==> config.mk <==
export PLATFORM = sky130hd
export DESIGN_NAME = sync_fifo_flagged_flat
export DESIGN_NICKNAME = d
export VERILOG_FILES = /design/src/rtl/sync_fifo_flagged_if.sv /design/src/rtl/sync_fifo_flagged.sv /design/src/flat_wrapper.sv
export SDC_FILE = /design/constraint.sdc
export NUM_CORES = 1
export LEC_CHECK = 0
export ABC_AREA = 1
export BUFFER_PORTS_ARGS = -buffer_cell sky130_fd_sc_hd__buf_4
export CAP_MARGIN = 20
export CORE_MARGIN = 2
export CORE_UTILIZATION = 50
export DETAILED_ROUTE_END_ITERATION = 8
export GPL_ROUTABILITY_DRIVEN = 0
export GPL_TIMING_DRIVEN = 1
export PLACE_DENSITY = 0.66
export SETUP_SLACK_MARGIN = 0.5
export SYNTH_ARGS = -nofsm -noshare
export SYNTH_HDL_FRONTEND = slang
export SYNTH_SLANG_ARGS = --single-unit
==> constraint.sdc <==
create_clock -name clk -period 4.95 [get_ports clk]
set_clock_uncertainty 0.15 [all_clocks]
set_input_delay 0.99 -clock clk [delete_from_list [all_inputs] [get_ports clk]]
set_output_delay 0.99 -clock clk [all_outputs]
set_load 0.05 [all_outputs]
==> src/rtl/sync_fifo_flagged_if.sv <==
`default_nettype none
// +----------------------------------------------------------------------+
// | Module      : sync_fifo_flagged_if                                   |
// | Description : Push/pop/status bundle for sync_fifo_flagged. The      |
// |               master side is the producer/consumer logic; the slave  |
// |               side is the FIFO. max_count exists only when           |
// |               FIFO_HWM_EN is defined.                                |
// | Revision    : 1.0 - initial release                                  |
// +----------------------------------------------------------------------+
interface sync_fifo_flagged_if #(
    parameter int DATA_WIDTH = 8,
    parameter int ADDR_WIDTH = 3
);
    logic                  flush;
    logic                  push;
    logic [DATA_WIDTH-1:0] push_data;
    logic                  pop;
    logic [DATA_WIDTH-1:0] pop_data;
    logic                  full;
    logic                  empty;
    logic                  almost_full;
    logic                  almost_empty;
    logic [ADDR_WIDTH:0]   count;
    logic                  overflow;
    logic                  underflow;
`ifdef FIFO_HWM_EN
    logic [ADDR_WIDTH:0]   max_count;

    modport master (
        output flush, push, push_data, pop,
        input  pop_data, full, empty, almost_full, almost_empty,
        input  count, overflow, underflow, max_count
    );

    modport slave (
        input  flush, push, push_data, pop,
        output pop_data, full, empty, almost_full, almost_empty,
        output count, overflow, underflow, max_count
    );
`else
    modport master (
        output flush, push, push_data, pop,
        input  pop_data, full, empty, almost_full, almost_empty,
        input  count, overflow, underflow
    );

    modport slave (
        input  flush, push, push_data, pop,
        output pop_data, full, empty, almost_full, almost_empty,
        output count, overflow, underflow
    );
`endif
endinterface
`default_nettype wire

==> src/rtl/sync_fifo_flagged.sv <==
`default_nettype none
// +----------------------------------------------------------------------+
// | Module      : sync_fifo_flagged                                      |
// | Description : Single-clock first-word-fall-through FIFO with fill    |
// |               count, almost-full/almost-empty flags, synchronous     |
// |               flush and sticky overflow/underflow flags.             |
// |               Optional macro FIFO_HWM_EN adds a high-water-mark      |
// |               register on bus.max_count.                             |
// | Revision    : 1.0 - initial release                                  |
// +----------------------------------------------------------------------+
module sync_fifo_flagged #(
    parameter int DATA_WIDTH = 8,
    parameter int ADDR_WIDTH = 3,
    parameter int AF_LEVEL   = 6,
    parameter int AE_LEVEL   = 1
) (
    input wire                 clk,
    input wire                 rst,
    sync_fifo_flagged_if.slave bus
);
    localparam int                  c_depth    = 2 ** ADDR_WIDTH;
    localparam logic [ADDR_WIDTH:0] c_af_level = (ADDR_WIDTH + 1)'(AF_LEVEL);
    localparam logic [ADDR_WIDTH:0] c_ae_level = (ADDR_WIDTH + 1)'(AE_LEVEL);

    logic [DATA_WIDTH-1:0] r_ram [c_depth];

    // Pointers carry one extra wrap bit so full and empty are distinguishable.
    logic [ADDR_WIDTH:0] r_wptr;
    logic [ADDR_WIDTH:0] r_rptr;
    logic [ADDR_WIDTH:0] r_count;
    logic                r_full;
    logic                r_empty;
    logic                r_almost_full;
    logic                r_almost_empty;
    logic                r_overflow;
    logic                r_underflow;

    logic                w_push_en;
    logic                w_pop_en;
    logic [ADDR_WIDTH:0] w_wptr_next;
    logic [ADDR_WIDTH:0] w_rptr_next;
    logic [ADDR_WIDTH:0] w_count_next;

    // Accept decisions use the flags registered at the start of the cycle.
    always_comb begin
        w_push_en    = bus.push & ~r_full;
        w_pop_en     = bus.pop & ~r_empty;
        w_wptr_next  = r_wptr + (ADDR_WIDTH + 1)'(w_push_en);
        w_rptr_next  = r_rptr + (ADDR_WIDTH + 1)'(w_pop_en);
        w_count_next = r_count + (ADDR_WIDTH + 1)'(w_push_en)
                               - (ADDR_WIDTH + 1)'(w_pop_en);
    end

    // Pointer, count and flag state; flags derive from next-state values so
    // they always agree with count. Flush outranks push/pop and error capture.
    always_ff @(posedge clk or posedge rst) begin
        if (rst) begin
            r_wptr         <= '0;
            r_rptr         <= '0;
            r_count        <= '0;
            r_full         <= 1'b0;
            r_empty        <= 1'b1;
            r_almost_full  <= 1'b0;
            r_almost_empty <= 1'b1;
            r_overflow     <= 1'b0;
            r_underflow    <= 1'b0;
        end else if (bus.flush) begin
            r_wptr         <= '0;
            r_rptr         <= '0;
            r_count        <= '0;
            r_full         <= 1'b0;
            r_empty        <= 1'b1;
            r_almost_full  <= 1'b0;
            r_almost_empty <= 1'b1;
            r_overflow     <= 1'b0;
            r_underflow    <= 1'b0;
        end else begin
            r_wptr         <= w_wptr_next;
            r_rptr         <= w_rptr_next;
            r_count        <= w_count_next;
            r_full         <= (w_wptr_next[ADDR_WIDTH-1:0] == w_rptr_next[ADDR_WIDTH-1:0])
                           && (w_wptr_next[ADDR_WIDTH] != w_rptr_next[ADDR_WIDTH]);
            r_empty        <= (w_wptr_next == w_rptr_next);
            r_almost_full  <= (w_count_next >= c_af_level);
            r_almost_empty <= (w_count_next <= c_ae_level);
            if (bus.push && r_full) begin
                r_overflow <= 1'b1;
            end
            if (bus.pop && r_empty) begin
                r_underflow <= 1'b1;
            end
        end
    end

    // Storage array has no reset; contents are meaningless after rst/flush.
    always_ff @(posedge clk) begin
        if (w_push_en && !bus.flush) begin
            r_ram[r_wptr[ADDR_WIDTH-1:0]] <= bus.push_data;
        end
    end

    assign bus.pop_data     = r_ram[r_rptr[ADDR_WIDTH-1:0]];
    assign bus.full         = r_full;
    assign bus.empty        = r_empty;
    assign bus.almost_full  = r_almost_full;
    assign bus.almost_empty = r_almost_empty;
    assign bus.count        = r_count;
    assign bus.overflow     = r_overflow;
    assign bus.underflow    = r_underflow;

`ifdef FIFO_HWM_EN
    logic [ADDR_WIDTH:0] r_max_count;

    // High-water mark of the fill level since the last rst or flush.
    always_ff @(posedge clk or posedge rst) begin
        if (rst) begin
            r_max_count <= '0;
        end else if (bus.flush) begin
            r_max_count <= '0;
        end else if (w_count_next > r_max_count) begin
            r_max_count <= w_count_next;
        end
    end

    assign bus.max_count = r_max_count;
`endif
endmodule
`default_nettype wire

==> src/flat_wrapper.sv <==
// flat-port wrapper written by rule: the top's interface ports become plain ports
module sync_fifo_flagged_flat 
#(
    parameter int DATA_WIDTH = 8,
    parameter int ADDR_WIDTH = 3,
    parameter int AF_LEVEL   = 6,
    parameter int AE_LEVEL   = 1
)
  (clk, rst, bus_flush, bus_push, bus_push_data, bus_pop, bus_pop_data, bus_full, bus_empty, bus_almost_full, bus_almost_empty, bus_count, bus_overflow, bus_underflow);
  sync_fifo_flagged_if #(.DATA_WIDTH(DATA_WIDTH), .ADDR_WIDTH(ADDR_WIDTH)) bus_i ();
  input wire clk;
  input wire rst;
  input wire logic [$bits(bus_i.flush)-1:0] bus_flush;
  input wire logic [$bits(bus_i.push)-1:0] bus_push;
  input wire logic [$bits(bus_i.push_data)-1:0] bus_push_data;
  input wire logic [$bits(bus_i.pop)-1:0] bus_pop;
  output wire logic [$bits(bus_i.pop_data)-1:0] bus_pop_data;
  output wire logic [$bits(bus_i.full)-1:0] bus_full;
  output wire logic [$bits(bus_i.empty)-1:0] bus_empty;
  output wire logic [$bits(bus_i.almost_full)-1:0] bus_almost_full;
  output wire logic [$bits(bus_i.almost_empty)-1:0] bus_almost_empty;
  output wire logic [$bits(bus_i.count)-1:0] bus_count;
  output wire logic [$bits(bus_i.overflow)-1:0] bus_overflow;
  output wire logic [$bits(bus_i.underflow)-1:0] bus_underflow;
  assign bus_i.flush = bus_flush;
  assign bus_i.push = bus_push;
  assign bus_i.push_data = bus_push_data;
  assign bus_i.pop = bus_pop;
  assign bus_pop_data = bus_i.pop_data;
  assign bus_full = bus_i.full;
  assign bus_empty = bus_i.empty;
  assign bus_almost_full = bus_i.almost_full;
  assign bus_almost_empty = bus_i.almost_empty;
  assign bus_count = bus_i.count;
  assign bus_overflow = bus_i.overflow;
  assign bus_underflow = bus_i.underflow;
  sync_fifo_flagged #(.DATA_WIDTH(DATA_WIDTH), .ADDR_WIDTH(ADDR_WIDTH), .AF_LEVEL(AF_LEVEL), .AE_LEVEL(AE_LEVEL)) u_core (.clk(clk), .rst(rst), .bus(bus_i));
endmodule
## Word-level counts from Yosys, hierarchy flattened

Memories as Yosys holds them, arrays and structs flattened.
Index checks and enable logic that the tools add are counted.
W data, S select, Z words.

| word-level totals | value |
|---|---|
| register bits | 18 |
| memory bits (writable) | 64 |
| bits of input ports | 13 |
| output and inout port bits | 18 |
| word-level logic and storage cells | 43 |
| memories | 1 |

Memory list:

| memory | depth | bits a word | read ports | clocked after Yosys merged registers in | write ports | line | source |
|---|---|---|---|---|---|---|---|
| u_core.r_ram | 8 | 8 | 1 | 0 | 1 | sync_fifo_flagged.sv:25 | `logic [DATA_WIDTH-1:0] r_ram [c_depth];` |

| cells by class | value |
|---|---|
| add/subtract/negate cells | 4 |
| magnitude comparators | 2 |
| equal/unequal tests | 3 |
| muxes and demuxes | 13 |
| bitwise gates (word level) | 4 |
| reductions and logical operators | 7 |

Operators with widths:

| cell | number |
|---|---|
| $add A4 B1 Y4 | 3 |
| $mux W4 | 3 |
| $mux W1 | 10 |
| $eq A4 B4 Y1 | 1 |
| $ge A4 B3 Y1 const B | 1 |
| $le A4 B1 Y1 const B | 1 |
| $logic_and A1 B1 Y1 | 4 |
| $reduce_bool A2 Y1 | 2 |
| $sub A4 B1 Y4 | 1 |
| $eq A3 B3 Y1 | 1 |
| $and A1 B1 Y1 | 2 |
| $not A1 Y1 | 2 |
| $logic_not A1 Y1 | 1 |
| $ne A1 B1 Y1 | 1 |

## Depth between registers and ports, before layout

Gate-level depths: netlist (run 1).

| logic depth | value |
|---|---|
| word-level depth | 6 |
| mapped depth | 12 |
| gate-level depth less buffers | 12 |

## Worst setup path after synthesis (run 1)

Ideal clock, no wire load.

| timing path | value |
|---|---|
| path kind | in2reg |
| from | input bus_pop |
| to | register u_core.r_almost_empty (netlist: u_core.bus.almost_empty) |
| library setup time | 79 ps |
| arrival | 2311 ps |
| required time | 4721 ps |
| slack | 2410 ps |
| cell stages on the path | 9 |
| path buffers | 0 |
| cell sequence | inv_1 nor2_1 ha_1 inv_1 ha_1 fa_1 nor2_1 o21ai_0 o21ai_0 |

| between the ends | value |
|---|---|
| longest elaborated chain between the ends | 4 |

Ends and longest elaborated chain:

| item | line | source |
|---|---|---|
| start, declared | flat_wrapper.sv:16 | `input wire logic [$bits(bus_i.pop)-1:0] bus_pop;` |
| $and A1 B1 Y1 | sync_fifo_flagged.sv:47 | `w_pop_en = bus.pop & ~r_empty;` |
| $sub A4 B1 Y4 | sync_fifo_flagged.sv:51 | `- (ADDR_WIDTH + 1)'(w_pop_en);` |
| $le A4 B1 Y1 | sync_fifo_flagged.sv:85 | `r_almost_empty <= (w_count_next <= c_ae_level);` |
| $mux W1 | sync_fifo_flagged.sv:67 | `end else if (bus.flush) begin` |
| end signal, assigned | sync_fifo_flagged.sv:85 |  |
| end, declared | sync_fifo_flagged.sv:34 | `logic r_almost_empty;` |

Every way passes these cells.
A chain may end at the register's enable or synchronous reset.

## Final worst setup path (run 1)

| timing path | value |
|---|---|
| from | register u_core.r_rptr[1] |
| to | output bus_pop_data[5] |

| between the ends | value |
|---|---|
| longest elaborated chain between the ends | 1 |

Ends and longest elaborated chain:

| item | line | source |
|---|---|---|
| start, declared | sync_fifo_flagged.sv:29 | `logic [ADDR_WIDTH:0] r_rptr;` |
| start signal, assigned | sync_fifo_flagged.sv:79 | `r_rptr <= w_rptr_next;` |
| $mem_v2 Z8 W8 | - |  |
| end, declared | flat_wrapper.sv:17 | `output wire logic [$bits(bus_i.pop_data)-1:0] bus_pop_data;` |

Every way passes these cells.

==> results.json, run 1 <==
{
  "end_kind": "output port",
  "slew_headroom_pct": 25.24,
  "wirelength_um": 6908,
  "io_buffer_count": 30,
  "antenna_cells": 0,
  "critPathLaunch": "u_core.r_rptr[1]",
  "core_area_mm2": 0.006869,
  "syn_avg_cell_area_um2": 10.35,
  "ys_warn_count": 0,
  "cp.arrival_ns": 2.20,
  "setup_tns_ns": 0,
  "critPathSlowestCell": "dfrtp_1",
  "drc_errors": 0,
  "root_buffer": "clkbuf_8",
  "period_share_pct": 67.57,
  "power_w": 0.001775,
  "initial_utilization_pct": 52.30,
  "timing_hold_violations_final": 0,
  "maxSlewViolCount": 0,
  "die_h_um": 88.76,
  "clk_pin_slew_worst_paths_ns": 0.08,
  "cts_buffer_depth": 2,
  "synth_most_common_cell": "nor2_1",
  "ys_seq_area_share_pct": 66.11,
  "cp_top_family": "flip-flops",
  "worstReg2RegStart": "u_core.bus.empty",
  "timing.final.ws_setup_ns": 1.605,
  "hp-class": "flop to flop",
  "max_stage_delay_ns": 1.09,
  "ys_types": 19,
  "grt_pass1_vias": 2244,
  "ir_drop_v": 0.0002540,
  "cts_setup_buffers": 0,
  "cp-start-kind": "flop",
  "syn_nets": 369,
  "dp_slack_ns": 2.004,
  "track_usage_pct": 18.77,
  "grt_max_degree": 37,
  "area_delta_synth_final_pct": 13.90,
  "placed_area_mm2": 0.003849,
  "cp_common_cell": "nand2_1",
  "drtAntennaViolNets": 0,
  "grt_pass1_wl_um": 10700,
  "via_per_inst": 5.061,
  "cts_buffers": 9,
  "synth-edff-count": 64,
  "yosysTopAreaCell": "edfxtp_1",
  "final_layout_size_suffix_gt1_share_pct": 13.39,
  "clkSinkCount": 82,
  "cts_hold_buf": 0,
  "status": "finished, final reports clean",
  "synthFlopType": "edfxtp_1",
  "min-delay-start": "u_core.bus.overflow",
  "antenna_found_initial": 0,
  "maxCapViolations": 0,
  "rows": 30,
  "p_per_area_mw_per_mm2": 433.7,
  "htree_num_levels": 3,
  "critPathBufInv": 1,
  "yosys-top-cells-count": "nor2_1 (76), nand2_1 (73), edfxtp_1 (64), o21ai_1 (31), inv_1 (26)",
  "dp.final_hpwl_um": 4299,
  "yosys.area.top_type_share_pct": 53.50,
  "fill_cells": 569,
  "yosys_register_bits": 82,
  "die_x_um": 88.76,
  "cts_repair_resize_count": 0,
  "async_flop_share_pct": 21.95,
  "die_area_mm2": 0.007878,
  "place_inst": 461,
  "design_area_mm2": 0.004091,
  "overflow": 0,
  "drt_iter0_drc": 183,
  "rsz0062_at_grt": "no",
  "ios": 31,
  "p_leak_nw": 1.695,
  "syn_area_mm2": 0.003592,
  "drt_pass1_iterations": 4,
  "layoutNonFillerInstCount": 477,
  "max_slew.worst_pin.slew_ns": 1.121,
  "nets": 398,
  "worstSkewPairLatency_ns": 0.35,
  "period_needed_ns": 3.345,
  "synth_area_leaders": "edfxtp_1 (54%), dfrtp_1 (11%), nor2_1 (7.9%)",
  "crit_fanout": 36,
  "path_class": "flop to output port",
  "synthCells": 347,
  "cts_tree": "done",
  "r2r_setup_slack_ns": 2.76,
  "cp_cell_sequence": "o21ai_0 > o21ai_1 > nand2_1 > nand2_1 > buf_4",
  "wl_per_cell_um": 14.48,
  "worstPathRequired_ns": 3.81,
  "setup_viol": 0,
  "vias": 2414,
  "fmax_mhz": 299.0
}
==> tightest hold or removal path, cell delays in order, from the launching register on <==
cell and delay (ns):
dfrtp_1 0.35, a21oi_1 0.04, nor2_1 0.07
==> cell families after synthesis <==
kind of cell	count (synthesis)	share of synthesized area, %
simple gates	160	17.31
flops	82	66.11
compound gates	54	7.524
buf+inv	42	5.712
fa+ha+maj	9	3.344
==> layer usage <==
layer  part of all wire, %  up-vias  GRT usage, %
met2                    49       67         30.73
li1                      -     1210             -
met5                     0        -             0
met4                   1.7        0         7.576
met1                    43     1127         24.22
met3                   6.0       10         4.478
==> cells in the final DEF, fill, tap and decap left out, types with 2 or more instances in the layout <==
cell type  synthesis  routed
inv_2              3       3
clkbuf_8           0       9
dfrtp_1           16      16
edfxtp_1          64      64
buf_4              3      31
nand2_1           73      73
o21ai_1           31      31
clkbuf_16          0       3
o21ai_0           20      20
nand3_1            4       4
a21oi_1            3       3
clkinv_2           0       2
inv_1             26      26
dfstp_2            2       2
ha_1               8       8
nand4_1            6       6
nor2_1            76      76
==> where the power goes <==
group / switching, W / total [W] / internal [W]
registers: 0.0000210 / 0.000801 / 0.000780
logic: 0.000293 / 0.000420 / 0.000127
clock network: 0.000230 / 0.000554 / 0.000324
==> path summary, 6_finish.rpt <==
path                                           end  depth (start not counted)
min reg2reg                    u_core.bus.overflow                          2
min                            u_core.bus.overflow                          2
max reg2reg                u_core.bus.almost_empty                          8
min in group asynchronous         u_core.r_rptr[0]                          2
max                                bus_pop_data[5]                          5
max in group asynchronous         u_core.r_rptr[1]                          2
==> cell type report <==
type | instances | area [um^2] | share of cell area (%)
tap | 96 | 120.1 | 2.936
multi-input combinational | 223 | 1012 | 24.74
inverter | 29 | 108.9 | 2.661
timing repair buffer | 31 | 232.7 | 5.688
sequential | 82 | 2375 | 58.04
clock inverter | 3 | 40.04 | 0.9786
clock buffer | 13 | 202.7 | 4.954
==> registers in the layout (all words and copies together), names as in the netlist, 4 cells and up <==
signal and flops:
u_core.r_ram 64, u_core.bus.count 4, u_core.r_rptr 4, u_core.r_wptr 4
==> per-stage QoR <==
stage,utilization (%),hold WS (ns)
2_1_floorplan,-,0.4261
4_1_cts,59.56,0.3647
3_3_place_gp,56.03,0.3354
3_5_place_dp,56.03,0.3423
6_report,59.56,0.3578
5_1_grt,59.56,0.3860
Power figures use the tool's default switching activity.
==> run 2, diff against run 1 <==
==> constraint.sdc (replaced) <==
create_clock -name clk -period 3.33 [get_ports clk]
set_clock_uncertainty 0.15 [all_clocks]
set_input_delay 0.666 -clock clk [delete_from_list [all_inputs] [get_ports clk]]
set_output_delay 0.666 -clock clk [all_outputs]
set_load 0.05 [all_outputs]
==> results.json, run 2 (synthesis gave the netlist of run 1 again) <==
{
  "p_leak_nw": 1.672,
  "switching_share_pct": 32.27,
  "nets": 400,
  "initial_utilization_pct": 52.30,
  "cts_setup_buffers": 0,
  "track_usage_pct": 19.03,
  "worstSkewPairLatency_ns": 0.34,
  "cts_repair_resize_count": 0,
  "clk_pin_slew_worst_paths_ns": 0.08,
  "r2r_setup_slack_ns": 1.19,
  "crit_fanout": 32,
  "worstPathRequired_ns": 2.51,
  "die_area_mm2": 0.007878,
  "cp_cell_sequence": "buf_4 > o21ai_0 > o21ai_1 > nand2_1 > nand2_1 > buf_4",
  "end_kind": "output port",
  "cts_tree": "done",
  "largest_reg_flops": 64,
  "cp-start-kind": "flop",
  "final_common_cell": "nor2_1",
  "ir_drop_v": 0.0003939,
  "ios": 31,
  "cp.arrival_ns": 1.80,
  "cts_buffers": 9,
  "internal_power_w": 0.001694,
  "rows": 30,
  "grt_max_degree": 34,
  "wl_per_cell_um": 14.67,
  "cts_buffer_depth": 2,
  "path_class": "flop to output port",
  "drt_pass1_iterations": 5,
  "period_share_pct": 78.45,
  "io_buffer_count": 30,
  "power_w": 0.002502,
  "maxCapViolations": 0,
  "timing_hold_violations_final": 0,
  "final_layout_size_suffix_gt1_share_pct": 13.32,
  "antenna_found_initial": 0,
  "area_delta_synth_final_pct": 12.75,
  "clockPowerShare_pct": 27.3,
  "drc_errors": 0,
  "p_comb_share_pct": 25.1,
  "cts_hold_buf": 0,
  "wirelength_um": 7027,
  "grt_pass1_vias": 2327,
  "vias": 2472,
  "die_h_um": 88.76,
  "status": "finished, final reports clean",
  "seqPwrFrac_pct": 47.5,
  "period_needed_ns": 2.612,
  "htree_num_levels": 3,
  "slew_headroom_pct": 44.93,
  "overflow": 0,
  "dp.final_hpwl_um": 4563,
  "core_area_mm2": 0.006869,
  "setup_tns_ns": 0,
  "worst_hold_slack_ns": 0.2823,
  "p_per_area_mw_per_mm2": 617.7,
  "max_slew.worst_pin.slew_ns": 0.8230,
  "via_per_inst": 5.161,
  "hp-class": "input port to asynchronous set/reset pin",
  "drtAntennaViolNets": 0,
  "clkSinkCount": 82,
  "rsz0062_at_grt": "no",
  "die_x_um": 88.76,
  "p_switching_w": 0.0008074,
  "maxSlewViolCount": 0,
  "drt_iter0_drc": 144,
  "grt_pass1_wl_um": 11050,
  "root_buffer": "clkbuf_8",
  "fmax_mhz": 382.8,
  "setup_viol": 0,
  "final_cell_mix": "nor2_1 (76), nand2_1 (73), edfxtp_1 (64), buf_4 (33), o21ai_1 (31)",
  "critPathSlowestCell": "dfrtp_1",
  "antenna_cells": 0,
  "max_stage_delay_ns": 0.44
}
==> run 2: path summary, 6_finish.rpt <==
check,cells past startpoint,end,start
max,6,bus_pop_data[3],u_core.r_rptr[1]
min,2,u_core.r_rptr[0],rst
max reg2reg,10,u_core.bus.almost_full,u_core.bus.empty
min reg2reg,2,u_core.bus.underflow,u_core.bus.underflow
max in group asynchronous,2,u_core.r_rptr[1],rst
min in group clk,2,u_core.bus.underflow,u_core.bus.underflow
==> run 2: area by class of cell <==
class / count / area [um^2]
clock buffer: 11 / 131.4
clock inverter: 5 / 55.05
fill: 606 / 2819
inverter: 29 / 108.9
multi-input combinational: 223 / 1012
sequential: 82 / 2375
tap: 96 / 120.1
timing repair buffer: 33 / 247.7
==> run 2: metrics by stage <==
stage	setup slack [ns]	instances	area, um^2	util (%)
finish	0.7177	479	4050	58.96
global route	0.5595	479	4050	58.96
CTS	0.6808	479	4050	58.96
detailed placement	0.7672	463	3864	56.25
global placement	0.8883	463	3864	56.25
floorplan	1.094	347	3592	-
==> run 2: power groups by stage <==
| stage | sequential, W | clock (W) | combinational [W] |
|---|---|---|---|
| 3_3_place_gp | 0.00121 | 0 | 0.000622 |
| 6_report | 0.00119 | 0.000684 | 0.000629 |
| 3_5_place_dp | 0.00121 | 0 | 0.000632 |
| 4_1_cts | 0.00119 | 0.000696 | 0.000636 |
| 2_1_floorplan | 0.00132 | 0 | 0.000356 |
| 5_1_grt | 0.00120 | 0.000734 | 0.000696 |
==> run 2: critical path: cells and delay by family (launching register included) <==
family | cells | cell delay, ns
buffers and inverters | 2 | 0.54
AO/OA/AOI/OAI | 2 | 0.31
AND/OR/NAND/NOR | 2 | 0.17
flip-flops | 1 | 0.44
==> run 2: per-layer routing <==
metal / up-vias / part of all wire (%) / track usage [%]
met5: - / 0 / 0
met4: 0 / 1.3 / 7.163
met3: 9 / 4.0 / 2.892
met2: 62 / 50 / 32.50
met1: 1184 / 45 / 24.63
li1: 1217 / - / -
